**src/rtl/fetch_unit.sv**
```systemverilog
// Instruction fetch stage: loads the reset vector, then streams sequential words
// over a valid/ready memory port into a small FIFO feeding decode, with redirect/flush.
module fetch_unit #(
    parameter int          XLEN        = 32,
    parameter logic [31:0] VECTOR_ADDR = 32'h0000_0000,
    parameter int          DEPTH       = 4,
    parameter int          INSTR_BYTES = 4
) (
    input  logic            clk,
    input  logic            reset,
    output logic            mem_req_o,
    output logic [XLEN-1:0] mem_addr_o,
    input  logic            mem_ack_i,
    input  logic [XLEN-1:0] data_i,
    input  logic            redirect_i,
    input  logic [XLEN-1:0] redirect_pc_i,
    output logic            instr_valid_o,
    output logic [XLEN-1:0] instr_o,
    output logic [XLEN-1:0] instr_pc_o,
    input  logic            instr_ready_i,
    output logic [XLEN-1:0] pc_o
);

    localparam int PTR_W = $clog2(DEPTH);
    localparam int CNT_W = PTR_W + 1;
    localparam logic [CNT_W-1:0] FULL      = CNT_W'(DEPTH);
    localparam logic [XLEN-1:0]  ALIGN     = ~XLEN'(3);
    localparam logic [XLEN-1:0]  PC_STEP   = XLEN'(INSTR_BYTES);
    localparam logic [XLEN-1:0]  VEC_ADDR  = XLEN'(VECTOR_ADDR);

    typedef enum logic {VEC, RUN} state_t;

    state_t            state;
    state_t            state_next;
    logic [XLEN-1:0]   pc;
    logic [XLEN-1:0]   pc_next;
    logic [PTR_W-1:0]  rd_ptr;
    logic [PTR_W-1:0]  wr_ptr;
    logic [CNT_W-1:0]  count;
    logic [XLEN-1:0]   buf_instr [DEPTH];
    logic [XLEN-1:0]   buf_pc    [DEPTH];

    logic transfer;
    logic push;
    logic pop;
    logic flush;

    // Request/address generation and next-state; reset gates every output low.
    always_comb begin
        state_next = state;
        pc_next    = pc;
        mem_req_o  = 1'b0;
        mem_addr_o = pc;
        push       = 1'b0;
        flush      = 1'b0;
        case (state)
            VEC: begin
                mem_req_o  = !reset;
                mem_addr_o = VEC_ADDR;
                if (mem_req_o && mem_ack_i) begin
                    pc_next    = data_i & ALIGN;
                    state_next = RUN;
                end
            end
            RUN: begin
                mem_req_o  = !reset && (count < FULL);
                mem_addr_o = pc;
                if (redirect_i) begin
                    flush   = 1'b1;
                    pc_next = redirect_pc_i & ALIGN;
                end else if (mem_req_o && mem_ack_i) begin
                    push    = 1'b1;
                    pc_next = pc + PC_STEP;
                end
            end
            default: state_next = VEC;
        endcase
    end

    assign transfer      = mem_req_o && mem_ack_i;
    assign instr_valid_o = !reset && (count != '0);
    assign pop           = instr_valid_o && instr_ready_i;
    assign instr_o       = instr_valid_o ? buf_instr[rd_ptr] : '0;
    assign instr_pc_o    = instr_valid_o ? buf_pc[rd_ptr] : '0;
    assign pc_o          = pc;

    // Control state: flush takes priority over any same-cycle push or pop.
    always_ff @(posedge clk) begin
        if (reset) begin
            state  <= VEC;
            pc     <= '0;
            rd_ptr <= '0;
            wr_ptr <= '0;
            count  <= '0;
        end else begin
            state <= state_next;
            pc    <= pc_next;
            if (flush) begin
                rd_ptr <= '0;
                wr_ptr <= '0;
                count  <= '0;
            end else begin
                if (push) wr_ptr <= wr_ptr + 1'b1;
                if (pop)  rd_ptr <= rd_ptr + 1'b1;
                case ({push, pop})
                    2'b10:   count <= count + 1'b1;
                    2'b01:   count <= count - 1'b1;
                    default: count <= count;
                endcase
            end
        end
    end

    always_ff @(posedge clk) begin
        if (push && transfer) begin
            buf_instr[wr_ptr] <= data_i;
            buf_pc[wr_ptr]    <= pc;
        end
    end

endmodule

```
**config.mk**
```make
export PLATFORM = sky130hd
export DESIGN_NAME = fetch_unit
export DESIGN_NICKNAME = d
export VERILOG_FILES = /design/src/rtl/fetch_unit.sv
export SDC_FILE = /design/constraint.sdc
export NUM_CORES = 1
export LEC_CHECK = 0
export BUFFER_PORTS_ARGS = -buffer_cell sky130_fd_sc_hd__clkbuf_2
export CORE_ASPECT_RATIO = 0.7
export CORE_MARGIN = 1.5
export CORE_UTILIZATION = 50
export DETAILED_ROUTE_END_ITERATION = 12
export GPL_ROUTABILITY_DRIVEN = 0
export PLACE_DENSITY_LB_ADDON = 0.3
export SETUP_SLACK_MARGIN = 0.02
export SYNTH_ARGS = -nofsm -noshare
export SYNTH_HDL_FRONTEND = slang
export SYNTH_SLANG_ARGS = --single-unit
```
**constraint.sdc**
```tcl
create_clock -name clk -period 4.4 [get_ports clk]
set_input_delay 0.44 -clock clk [delete_from_list [all_inputs] [get_ports clk]]
set_output_delay 0.44 -clock clk [all_outputs]
set_load 0.02 [all_outputs]
```
==> results of run 1 <==
## routing by layer
layer,GRT usage [%],up-vias
met4,5.77,0
li1,-,3494
met3,4.13,57
met5,0,-
met1,38.1,3936
met2,33.8,352
## critical path: stages (launching register included)
cell and delay (ps):
dfxtp_2 660, buf_4 450, inv_1 420, nor2_1 350
clkbuf_2 230
## worst min path at each step
stage	start	to	slack, ps	cells past startpoint
after floorplan	wr_ptr[1]	wr_ptr[1]	470	2
after global placement	wr_ptr[1]	wr_ptr[1]	490	2
after detailed placement	wr_ptr[1]	wr_ptr[1]	500	2
after CTS	data_i[0]	buf_instr[0][0]	140	1
after global routing	data_i[1]	buf_instr[0][1]	130	1
final	data_i[0]	buf_instr[2][0]	160	1
## synth_stat cells (all sizes together) (3+ instances only)
cell	n
edfxtp	248
and3	7
o32ai	3
o211ai	7
dfxtp	40
nand2b	7
a222oi	3
clkbuf	31
nor2	39
or4	4
mux4	62
and2	97
a31oi	7
a22o	3
buf	26
ha	6
xor2	3
nand2	35
nand3	18
inv	15
nor3	8
nor4	6
a21oi	29
a211oi	3
o21ai	34
nand4	13
o311ai	5
a221oi	4
a22oi	7
## registers in the layout (all words and copies together), names as in the netlist, named ones only
register   count
wr_ptr         2
buf_pc       120
pc_o          30
buf_instr    128
state          1
rd_ptr         2
count          3
## cells by family (layout without fill, tap and decap cells)
| logic type | Yosys count | count (layout) | share of synthesized area (%) |
|---|---|---|---|
| other | 1 | 8 | 0.0304 |
| adder cells (fa/ha/maj) | 7 | 7 | 0.772 |
| flip-flops | 288 | 288 | 66.9 |
| AND/OR/NAND/NOR | 246 | 246 | 11.3 |
| multiplexers | 64 | 64 | 11.5 |
| XOR/XNOR | 5 | 5 | 0.355 |
| AO/OA/AOI/OAI | 124 | 124 | 6.56 |
| buffers and inverters | 72 | 266 | 2.55 |
## report_power, final
part | switching (uW) | total (uW) | leakage [uW] | internal, uW
combinational | 213 | 329 | 0.00206 | 116
sequential | 90.7 | 3100 | 0.00256 | 3000
clock | 1020 | 2480 | 0.000461 | 1460
## per-stage QoR
| stage | area, um^2 | utilization [%] |
|---|---|---|
| final | 14500 | 60.6 |
| after global routing | 14500 | 60.6 |
| after CTS | 14500 | 60.6 |
| after detailed placement | 13500 | 56.6 |
| after global placement | 13500 | 56.6 |
| after floorplan | 12300 | - |
## area by class of cell
type	instances	share of cell area (%)
clock buffers	35	5.23
clock inverters	17	1.39
multi-input cells	452	26.2
inverters	15	0.388
flip-flops and latches	288	56.9
well taps	318	2.74
repair buffers	199	7.11
diodes	2	0.0345
==> flow_summary.toml, run 1 <==
[sta]
final-setup-viol-count = 0
period_share_pct = 70.7
slew_viol_final = 0
finalWorstSetupSlack_ps = 1290
hold_viol_final = 0
slew_headroom_pct = 33.7
tightest_slew_ps = 995
timing.fmax_mhz = 321
skew_ps = 22.2
hold-worst-slack_ps = 161
period_needed_ps = 3110
grt_setup_unrepaired = "false"
setup_tns_ps = 0

[route]
wl_met3_um = 2430
met1_length_um = 14000
postRouteAntennaNets = 0
drt_iter0_drc = 834
drt_drc_violations_left = 0
met2_length_um = 13100
via_per_inst = 5.91
top_layer = "met4"
wl_per_cell_um = 22.8
totalWireLength_um = 30300
drtPass1Iterations = 5
vias = 7839

[synthesis]
synth_ff_type = "edfxtp_1"
postSynth.asyncResetShare_pct = 0
syn_inst = 807
synth-seq-cells = 288
ys_top_cells_by_area = "edfxtp_1, mux4_2, dfxtp_1"
synth_area_leader_cell = "edfxtp_1"
synth_top_area_share_pct = 60.4
ys_seq_area_share_pct = 66.9
synthesis.area_um2 = 12300
synth-edff-count = 248
ys_types = 64
synth-warning-count = 0
syn_avg_cell_area_um2 = 15.3

[clock_network]
cts_buffer_depth = 3
post_cts_resized = 0
cts_buffers = 28
cts_tree = "built"
cts_root_buf = "clkbuf_16"
path_clk_slew_ps = 70
cts_sinks = 288
ctsHtreeMaxLevel = 1
post_cts_buffers = 0
cts-hold-fix-buffers = 0
clock_latency_ps = 550

[critical_path]
timing.rr.start = "state"
worstPathArrival_ps = 2670
cp-endpoint = "mem_addr_o[30]"
startpoint = "state"
worstRegToRegCells = 10
regToRegEndpoint = "count[2]"
crit_required_ps = 3960
setup.worst_path.class = "flip-flop to output pin"
startpoint_type = "flip-flop"
crit_fanout = 33
r2r_slack_ps = 1600
cp-end-kind = "output pin"

[power]
total_power_uw = 5910
ir_drop_mv = 0.355
p_leak_uw = 0.00507
p_per_area_nw_per_um2 = 407

[place]
io_buffer_count = 190
hpwlAfterDp_um = 19400
placed_cells = 1272
pre_cts_ws_ps = 1630

[grt]
grt_pass1_vias = 7388
grt_start_max_net_pins = 65
grt_usage_pct = 23.8
grt_pass1_wl_um = 45300
antenna_found_initial = 3
grt_overflow = 0

[layout]
areaGrowthSynthToFinish_pct = 17.7
layout_commonest_cell = "edfxtp_1"
drive_gt1_share_pct = 32.4
seqCellArea_um2 = 8260
nFillCells = 1826
final_cell_mix = "edfxtp_1, clkbuf_2, and2_1, mux4_2"
fin_cells = 1326
nNetsFinal = 1060
multi_input_area_um2 = 3800

[floorplanning]
ios = 199
start_util_pct = 51.5
dieArea_um2 = 25600
die_h_um = 134
std_cell_rows = 47
die_w_um = 191
core_um2 = 23900

[flow_run]
drv_cap = 0

[outcome]
status = "finished, final reports clean"

[worst_hold_path]
holdCritPathClass = "input pin to flip-flop"
(Power assumes the default switching activity.)
==> inputs of run 2 (changes only) <==
- clock period: 4.4 -> 3.22 ns (I/O delays scaled with it)
==> run 2 against run 1 <==
Effect of this change:
- cell area grew 0.24%
- total power is 30% higher
- combinational power is 46% higher
- flip-flop and latch count is the same
- clock power grew 21%
- worst hold slack worse by 130 ps
- critical path depth unchanged
- clock skew decreased by 7.1 ps
- critical path type unchanged
- critical endpoint unchanged
==> flow_summary.toml, run 2 (synthesis results as in run 1) <==
[outcome]
status = "finished, final reports clean"

[critical_path]
setup.worst_path.class = "flip-flop to output pin"
regToRegEndpoint = "pc_o[17]"
worstRegToRegCells = 5
crit_fanout = 60
cp-end-kind = "output pin"
crit_required_ps = 2900
worst_path_max_delay_cell = "inv_1"
startpoint_type = "flip-flop"
r2r_slack_ps = 770
worstPathArrival_ps = 2490
crit_path_cell_trace = "buf_4, inv_1, nor2_1, clkbuf_2"
slowest_delay_ps = 520
timing.rr.start = "state"

[floorplanning]
die_w_um = 191
die_h_um = 134
dieArea_um2 = 25600
start_util_pct = 51.5
std_cell_rows = 47
ios = 199
core_um2 = 23900

[clock_network]
cts_root_buf = "clkbuf_16"
cts_buffers = 27
path_clk_slew_ps = 70
ctsHtreeMaxLevel = 1
cts_sinks = 288
post_cts_buffers = 0
cts-hold-fix-buffers = 0
cts_tree = "built"
cts_buffer_depth = 3
post_cts_resized = 0
clock_latency_ps = 540

[sta]
hold-worst-slack_ps = 27.2
hold_viol_final = 0
period_needed_ps = 2810
slew_headroom_pct = 45.9
grt_setup_unrepaired = "false"
skew_ps = 15.1
tightest_slew_ps = 811
period_share_pct = 87.4
slew_viol_final = 0
timing.fmax_mhz = 356
setup_tns_ps = 0
final-setup-viol-count = 0

[route]
via_per_inst = 5.94
drtPass1Iterations = 5
drt_drc_violations_left = 0
wl_per_cell_um = 22.7
postRouteAntennaNets = 0
vias = 7930
totalWireLength_um = 30400
drt_iter0_drc = 764

[layout]
final_cell_mix = "edfxtp_1, clkbuf_2, and2_1, mux4_2"
nFillCells = 1807
regMostFlops = "buf_instr"
n_antenna_cell = 0
drive_gt1_share_pct = 32.6
layout_commonest_cell = "edfxtp_1"
nNetsFinal = 1072
areaGrowthSynthToFinish_pct = 18.0
largest_reg_flops = 128

[place]
hpwlAfterDp_um = 20300
io_buffer_count = 190

[grt]
grt_pass1_vias = 7450
grt_overflow = 0
grt_start_max_net_pins = 65
grt_usage_pct = 24.0
grt_pass1_wl_um = 45400
antenna_found_initial = 3

[flow_run]
drv_cap = 0

[worst_hold_path]
holdCritPathClass = "input pin to flip-flop"
worstHoldStart = "data_i[23]"
whs_endpoint = "buf_instr[0][23]"
holdPathStages = 1

[power]
ir_drop_mv = 0.351
p_leak_uw = 0.00510
p_per_area_nw_per_um2 = 529
[run 2: cell types whose count changed in the layout (fill, tap and decap cells not counted), sizes merged]
cell,before,now
bufinv,4,1
clkinv,8,11
inv,16,17
buf,9,22
clkbuf,225,224
clkinvlp,4,2
diode,2,0
[run 2: where the power goes]
group,internal (uW),switching [uW]
clock network,1650,1360
registers,4100,99.4
logic,169,313
[run 2: worst max-delay path, delay by kind of cell (launching register included)]
family	cells	cell delay, ps
buf+inv	3	1260
simple gates	1	350
flops	1	330
[run 2: final cells by class]
type | count | area (um^2) | area share [%]
inverters | 15 | 56.3 | 0.387
repair buffers | 212 | 1200 | 8.28
flip-flops and latches | 288 | 8260 | 56.8
clock inverters | 16 | 115 | 0.792
clock buffers | 34 | 712 | 4.90
well taps | 318 | 398 | 2.74
multi-input cells | 452 | 3800 | 26.1
[run 2: how the worst max path moves through the flow]
| stage | start | end |
|---|---|---|
| after floorplan | state | buf_instr[0][0] |
| after global placement | redirect_i | count[2] |
| after detailed placement | redirect_i | count[2] |
| after CTS | flip-flop | instr_o[7] |
| after global routing | state | mem_addr_o[14] |
| final | state | mem_addr_o[30] |
[run 2: through the flow]
stage	setup WS (ps)	area, um^2	util (%)	total power, uW	cells
floorplan	417	12300	-	4530	812
CTS	390	14500	60.8	7740	1335
detailed placement	626	13700	57.3	4760	1285
global route	246	14500	60.8	7930	1335
global placement	685	13700	57.3	4750	1285
finish	407	14500	60.8	7700	1335
[run 2: metal layers]
metal / share of wire [%] / global-route usage [%] / vias to the layer above
met3: 8.3 / 3.32 / 49
met2: 44 / 35.4 / 393
li1: - / - / 3514
met1: 45 / 37.8 / 3972
met5: 0.040 / 0 / -
met4: 2.2 / 5.56 / 2
